### src/rtl/tt_um_restoring_divider_pkg.sv
// Shared types and constants for the restoring divider.
// It holds the FSM state encoding, the datapath widths and a single-iteration step function.
package tt_um_restoring_divider_pkg;

    localparam int DIVIDEND_W = 8;
    localparam int DIVISOR_W  = 4;
    localparam int ITERS      = 8;
    localparam int ACC_W      = DIVISOR_W + 1;
    localparam int CNT_W      = $clog2(ITERS);

    localparam logic [CNT_W-1:0] LAST_ITER = CNT_W'(ITERS - 1);

    typedef enum logic [1:0] {
        IDLE = 2'd0,
        RUN  = 2'd1,
        DONE = 2'd2
    } state_t;

    typedef struct packed {
        logic [ACC_W-1:0] acc;
        logic             q_bit;
    } step_t;

    // One restoring step: shift the next dividend bit into the partial remainder,
    // then subtract the divisor when it fits. A zero divisor always "fits", so the
    // quotient saturates to all ones and the accumulator keeps the raw dividend bits.
    function automatic step_t div_step(input logic [ACC_W-1:0]     acc,
                                       input logic                 in_bit,
                                       input logic [DIVISOR_W-1:0] dvs);
        logic [ACC_W-1:0] shifted;
        step_t            res;
        shifted = {acc[ACC_W-2:0], in_bit};
        if (shifted >= {1'b0, dvs}) begin
            res.acc   = shifted - {1'b0, dvs};
            res.q_bit = 1'b1;
        end else begin
            res.acc   = shifted;
            res.q_bit = 1'b0;
        end
        return res;
    endfunction

endpackage

### src/rtl/tt_um_restoring_divider_core.sv
// Restoring-division datapath and IDLE/RUN/DONE sequencer.
// The block produces one quotient bit per enabled clock and leaves the result in DONE.
module div_core
    import tt_um_restoring_divider_pkg::*;
(
    input  logic                  clk,
    input  logic                  rst_n,
    input  logic                  en,
    input  logic                  start,
    input  logic [DIVIDEND_W-1:0] dividend,
    input  logic [DIVISOR_W-1:0]  divisor,
    output logic [DIVIDEND_W-1:0] quotient,
    output logic [DIVISOR_W-1:0]  remainder,
    output logic                  dbz,
    output logic                  busy,
    output logic                  done
);

    state_t                state;
    logic                  start_q;
    logic                  start_edge;
    logic [DIVIDEND_W-1:0] dvd_sr;
    logic [DIVISOR_W-1:0]  dvs_r;
    logic [ACC_W-1:0]      acc;
    logic [CNT_W-1:0]      cnt;
    step_t                 step;

    assign start_edge = start & ~start_q;

    always_comb begin
        step = div_step(acc, dvd_sr[DIVIDEND_W-1], dvs_r);
    end

    // start_q advances only with en, so edges that occur while disabled are lost.
    always_ff @(posedge clk or negedge rst_n) begin
        if (!rst_n) begin
            state     <= IDLE;
            start_q   <= 1'b0;
            dvd_sr    <= '0;
            dvs_r     <= '0;
            acc       <= '0;
            cnt       <= '0;
            quotient  <= '0;
            remainder <= '0;
            dbz       <= 1'b0;
            busy      <= 1'b0;
            done      <= 1'b0;
        end else if (en) begin
            start_q <= start;
            case (state)
                IDLE, DONE: begin
                    if (start_edge) begin
                        dvd_sr   <= dividend;
                        dvs_r    <= divisor;
                        acc      <= '0;
                        cnt      <= '0;
                        quotient <= '0;
                        dbz      <= (divisor == '0);
                        done     <= 1'b0;
                        busy     <= 1'b1;
                        state    <= RUN;
                    end
                end
                RUN: begin
                    acc      <= step.acc;
                    dvd_sr   <= {dvd_sr[DIVIDEND_W-2:0], 1'b0};
                    quotient <= {quotient[DIVIDEND_W-2:0], step.q_bit};
                    cnt      <= cnt + 1'b1;
                    if (cnt == LAST_ITER) begin
                        remainder <= step.acc[DIVISOR_W-1:0];
                        busy      <= 1'b0;
                        done      <= 1'b1;
                        state     <= DONE;
                    end
                end
                default: begin
                    busy  <= 1'b0;
                    state <= IDLE;
                end
            endcase
        end
    end

endmodule

### src/rtl/tt_um_restoring_divider.sv
// Pin wrapper: maps the tile pins onto div_core and selects quotient or status/remainder.
// uio[7:6] are fixed outputs (done, busy); the rest of uio carries inputs.
module tt_um_restoring_divider
    import tt_um_restoring_divider_pkg::*;
(
    input  logic [7:0] ui_in,
    output logic [7:0] uo_out,
    input  logic [7:0] uio_in,
    output logic [7:0] uio_out,
    output logic [7:0] uio_oe,
    input  logic       ena,
    input  logic       clk,
    input  logic       rst_n
);

    logic [DIVIDEND_W-1:0] quotient;
    logic [DIVISOR_W-1:0]  remainder;
    logic                  dbz;
    logic                  busy;
    logic                  done;
    logic                  rsel;
    logic                  unused_bits;

    assign rsel        = uio_in[5];
    assign unused_bits = &{1'b0, uio_in[7:6]};

    div_core u_core (
        .clk       (clk),
        .rst_n     (rst_n),
        .en        (ena),
        .start     (uio_in[4]),
        .dividend  (ui_in),
        .divisor   (uio_in[3:0]),
        .quotient  (quotient),
        .remainder (remainder),
        .dbz       (dbz),
        .busy      (busy),
        .done      (done)
    );

    assign uo_out  = rsel ? {dbz, 3'b000, remainder} : quotient;
    assign uio_out = {done, busy, 6'b00_0000};
    assign uio_oe  = 8'b1100_0000;

endmodule

### config.mk
export PLATFORM = sky130hd
export DESIGN_NAME = tt_um_restoring_divider
export DESIGN_NICKNAME = d
export VERILOG_FILES = /design/src/rtl/tt_um_restoring_divider_pkg.sv /design/src/rtl/tt_um_restoring_divider_core.sv /design/src/rtl/tt_um_restoring_divider.sv
export SDC_FILE = /design/constraint.sdc
export NUM_CORES = 1
export LEC_CHECK = 0
export BUFFER_PORTS_ARGS = -buffer_cell sky130_fd_sc_hd__buf_4
export CAP_MARGIN = 20
export CORE_MARGIN = 2
export CORE_UTILIZATION = 45
export CTS_CLUSTER_DIAMETER = 30
export DETAILED_ROUTE_END_ITERATION = 10
export GPL_ROUTABILITY_DRIVEN = 0
export GPL_TIMING_DRIVEN = 0
export PLACE_DENSITY = 0.68
export SETUP_SLACK_MARGIN = 0.15
export SLEW_MARGIN = 20
export SYNTH_ARGS = -nofsm -noshare
export SYNTH_HDL_FRONTEND = slang
export SYNTH_SLANG_ARGS = --single-unit
### constraint.sdc
create_clock -name clk -period 2.5 [get_ports clk]
set_input_delay 0.125 -clock clk [delete_from_list [all_inputs] [get_ports clk]]
set_output_delay 0.125 -clock clk [all_outputs]
set_load 0.03 [all_outputs]
* Yosys cells after proc, flatten, opt, wreduce, memory -nomap -nowiden *
Cells that the tools add are included.

operators by class
  bitwise gates (word level) = 2
  mux-type cells = 19
  $add $sub $neg = 2
  reductions and logical operators = 9
  eq/ne operators = 5
  magnitude comparators = 1

operators by type and width
  cell                   number
  $pmux W8 S2            2
  $mux W8                3
  $reduce_and A3 Y1      4
  $pmux W4 S2            1
  $pmux W3 S2            1
  $ge A5 B4 Y1           1
  $mux W5                1
  $logic_not A4 Y1       1
  $mux W1                4
  $mux W2                2
  $mux W4                1
  $ne A2 B1 Y1 const B   2
  $pmux W1 S2            2
  $pmux W2 S2            1
  $reduce_and A4 Y1      1
  $sub A4 B4 Y4          1
  $add A3 B1 Y3 const B  1
  $eq A3 B3 Y1 const B   1
  $mux W3                1
  $eq A2 B1 Y1 const B   1
  $eq A2 B2 Y1 const B   1
  $logic_not A2 Y1       1
  $reduce_bool A2 Y1     1
  $reduce_or A2 Y1       1
  other kinds (2)        2

storage, ports and cells
  input bits = 19
  word-level logic and storage cells = 49
  register bits = 37
  output and inout port bits = 24

* Logic depth before layout (Yosys ltp) *
  depth in word-level cells = 4
  gate-level depth with buffers = 7
  mapped depth without buffers = 7

* Hierarchy *
A second synthesis with hierarchy kept.

unflattened totals
  cells, all modules = 184
  area, all modules = 2004.4 sq um

by module, submodules not included
  module                   cells each  area an instance (sq um)  sequential area each (sq um)  times used
  div_core                 157         1764.2                    925.9                         1
  tt_um_restoring_divider  27          240.2                     0.0                           1

* Worst setup path before layout *
OpenSTA, ideal clock, no wires.

  kind = reg2reg
  start point = register u_core.acc[1]
  end point = register u_core.remainder[0]
  period minus slack after synthesis = 1.752 ns
  data arrival time = 1.678 ns
  slack = 0.748 ns
  data required time = 2.426 ns
  buffers on the path = 0
  setup time = 0.074 ns
  cell stages (with the launch flop) = 7
  cell sequence = dfrtp_1 -> ha_1 -> a21oi_2 -> o21ai_2 -> a21boi_2 -> mux2_4 -> o21ai_2

between the ends
  longest elaborated chain between the ends = 2

ends and longest elaborated chain
  element                 line                                RTL
  from (decl)             tt_um_restoring_divider_core.sv:24  logic [ACC_W-1:0] acc;
  from (signal assigned)  tt_um_restoring_divider_core.sv:65  acc <= step.acc;
  $ge A5 B4 Y1            tt_um_restoring_divider_pkg.sv:33   if (shifted >= {1'b0, dvs}) begin
  $mux W5                 tt_um_restoring_divider_pkg.sv:33
  to (signal assigned)    tt_um_restoring_divider_core.sv:70  remainder <= step.acc[DIVISOR_W-1:0];
  to (decl)               tt_um_restoring_divider_core.sv:13  output logic [DIVISOR_W-1:0] remainder,

No other way between the ends.
A chain may end at the register's enable or synchronous reset.

* Worst setup path after layout *
Ends and elaborated chain as after synthesis.

==> run metrics <==
endpoint class of the critical path flip-flop; syn_area_per_cell 10.9 sq um; Clk pin slew, worst setup/hold paths 0.07 ns; hpwl dp 2.45 mm; wirelength, routed 3.36 mm; CP arrival 2.14 ns; Hold Vio Cnt, Final 0; width of the die ~69 um; num rows 23; CTS buffer count 5; Setup Viol. Count Final 0; htree depth 2; clk buf depth 2; Syn Inst Count approximately 180; Final nets around 250; Period Utilization, post-route 76.8%; Max IR drop VDD 0.629 mV; peak fanout along the critical path 6; Synth cell types 37; FF/Latch Area around 900 sq um; initial antenna violation count 0; CTS tree built; setup TNS 0 ns; startpoint types flip-flop; Synth Warn # 0; Fin Clk Skew a little under 0.004 ns; Place WS 0.583 ns; Starting Density 47.1%; Psw between 1 and 1.5 mW; vias in the first global route 1272; Setup Fix Bufs, Post-CTS 0; RSZ-0062 raised after global routing no; Die Ht 69.2 um; Setup CP Type flip-flop to flip-flop; vias per inst ~4.8; worst min-delay path class primary input to flip-flop; minimum clock period 1.92 ns; dpl cell area roughly 2200 sq um; CP required 2.72 ns; Area Overhead vs Synth 21.6%; number of port buffers 25; commonest non-fill, non-tap cells in the layout 42 x buf_4, 36 x dfrtp_1, 23 x nand2_1; cell family with most CP delay compound AO/OA/AOI/OAI gates; post-route antenna net violation count 0; DR WL/cell between 10 and 15 um; clock latency on the worst-skew pair 0.29 ns; Int Pwr 1.80 mW; post-CTS sizing 0; Final Power between 2 and 3 mW; CP dominant cell by count o21ai_2; number of diodes 0; biggest cell delay along the critical path 0.41 ns; clock power share 17.0%; CP max-delay cell dfrtp_1; proportion of layout cells with a drive suffix above 1 34.8%; io pins 43; Worst Path Buf+Inv 0; # placed instances around 260; global route overflow 0; DRC violations left 0; post-route worst setup slack 0.580 ns; Finished Cell Area 2320 sq um; Leak 1.21 nW; All-Layer GR Usage 15.8%; largest net degree at the start of global routing 37; Comb pwr share between 40% and 50%; sw frac 38.4%; Mapped Area approximately 1900 sq um; placeable core region 4060 sq um; starting DRC count in detailed routing 86; area of the multi-input gates ~850 sq um; clock sink count 36; Post-Layout Cell Count 271; Highest Clock Rate ~520 MHz; critical path, cell by cell ha_1 > a21oi_2 > o21ai_2 > a21boi_2 > mux2_4 > o21ai_2; sequential fraction of the synthesis area 47.2%; first-pass GRT wire length 6.03 mm; Power Density 1260 nW/um^2; DIE AREA between 4000 and 5000 sq um; count of final max-slew check failures 0; Synth Register Bits 36; fillers 364; drt first pass iters 4; status complete, no violations; Max Cap Viol 0; commonest non-fill, non-tap cell in the layout buf_4; Reg power frac 33.2%; via count 1306; clock root cell clkbuf_8
[cells by family after synthesis]
| kind of cell | after synthesis | synth area share, % |
|---|---|---|
| AOI/OAI and AO/OA | 40 | 14.5 |
| and+or+nand+nor | 40 | 10.9 |
| DFF | 36 | 47.2 |
| buffers and inverters | 30 | 10.5 |
| muxes | 19 | 11.0 |
| adders and majority gates | 7 | 4.98 |
| other | 2 | 0.393 |
| xor gates and xnor gates | 1 | 0.458 |
[what timing repair did]
action / 4_1_cts / 5_1_grt
hold buffers: 1 / 0
endpoints found under the hold margin: 36 / 0
endpoints found under the setup margin: 0 / 0
[power groups by stage]
| stage | sequential [mW] | clock (mW) | combinational, mW |
|---|---|---|---|
| 2_1_floorplan | 0.937 | 0 | 1.18 |
| 3_3_place_gp | 0.978 | 0 | 1.44 |
| 3_5_place_dp | 0.981 | 0 | 1.47 |
| 4_1_cts | 0.973 | 0.516 | 1.47 |
| 5_1_grt | 1.01 | 0.549 | 1.62 |
| 6_report | 0.972 | 0.499 | 1.46 |
[flip-flops by register name, indices dropped and copies added (netlist names)]
| name | count |
|---|---|
| u_core.dvd_sr | 8 |
| u_core.quotient | 8 |
| u_core.acc | 4 |
| u_core.dvs_r | 4 |
| u_core.remainder | 4 |
| u_core.cnt | 3 |
| u_core.busy | 1 |
| u_core.dbz | 1 |
| u_core.done | 1 |
| u_core.start_q | 1 |
| u_core.state | 1 |
[worst register-to-register path, stage by stage (launching register included)]
cell      delay [ns]
dfrtp_1         0.41
ha_1            0.41
a21oi_2         0.19
o21ai_2         0.09
a21boi_2        0.28
mux2_4          0.36
o21ai_2         0.12
[stage by stage]
step           utilization, %  hold WS [ns]
2_1_floorplan               -        -0.171
3_3_place_gp             54.4         0.111
3_5_place_dp             54.4         0.112
4_1_cts                  57.3        0.0405
5_1_grt                  57.3        0.0629
6_report                 57.3        0.0522
[cell type report]
class                      instances  share of cell area, %
sequential                        36                   38.8
multi-input combinational        121                   36.7
timing repair buffer              26                   8.51
buffer                            23                   7.54
clock buffer                       6                   3.12
tap                               50                   2.69
clock inverter                     2                   1.51
inverter                           7                   1.13
[layer usage]
metal  up-vias  part of all wire [%]  track usage (%)
met5         -                     0                0
met1       610                    49             21.4
li1        658                     -                -
met3         6                   5.3             5.41
met2        32                    44             23.6
met4         0                   1.5             5.88
[path summary, 6_finish.rpt]
| kind | startpoint | endpoint | slack (ns) | cells after the start |
|---|---|---|---|---|
| setup reg to reg | u_core.acc[1]$_DFFE_PN0P_ | u_core.remainder[0]$_DFFE_PN0P_ | 0.58 | 6 |
| min in group asynchronous | rst_n | u_core.remainder[3]$_DFFE_PN0P_ | 0.33 | 2 |
| setup / recovery | u_core.acc[1]$_DFFE_PN0P_ | u_core.remainder[0]$_DFFE_PN0P_ | 0.58 | 6 |
| max in group asynchronous | rst_n | u_core.busy$_DFFE_PN0P_ | 1.86 | 2 |
| hold / removal | uio_in[2] | u_core.dvs_r[2]$_DFFE_PN0P_ | 0.05 | 3 |
| hold reg to reg | u_core.remainder[0]$_DFFE_PN0P_ | u_core.remainder[0]$_DFFE_PN0P_ | 0.47 | 2 |
[synth_stat cells (all sizes together)]
cell type  instances  area, sq um
buf               22          171
nand2             25          104
a22o              11         96.3
nor4               1         6.26
or2                1         6.26
conb               2         7.51
a21o               1         7.51
a21oi              2         13.8
inv                7         26.3
ha                 6         75.1
nor2b              5         33.8
o21ai             23          126
and2b              1         10.0
clkbuf             1         3.75
mux2              10          120
nand3              2         10.0
fa                 1         20.0
nor2               2         15.0
xor2               1         8.76
dfrtp             36          901
and3b              1         8.76
and2               1         8.76
o211ai             1         12.5
o311a              1         10.0
nand4              1         6.26
mux2i              9         90.1
a21boi             1         11.3
Note: power is estimated with default switching activity, not from simulation.
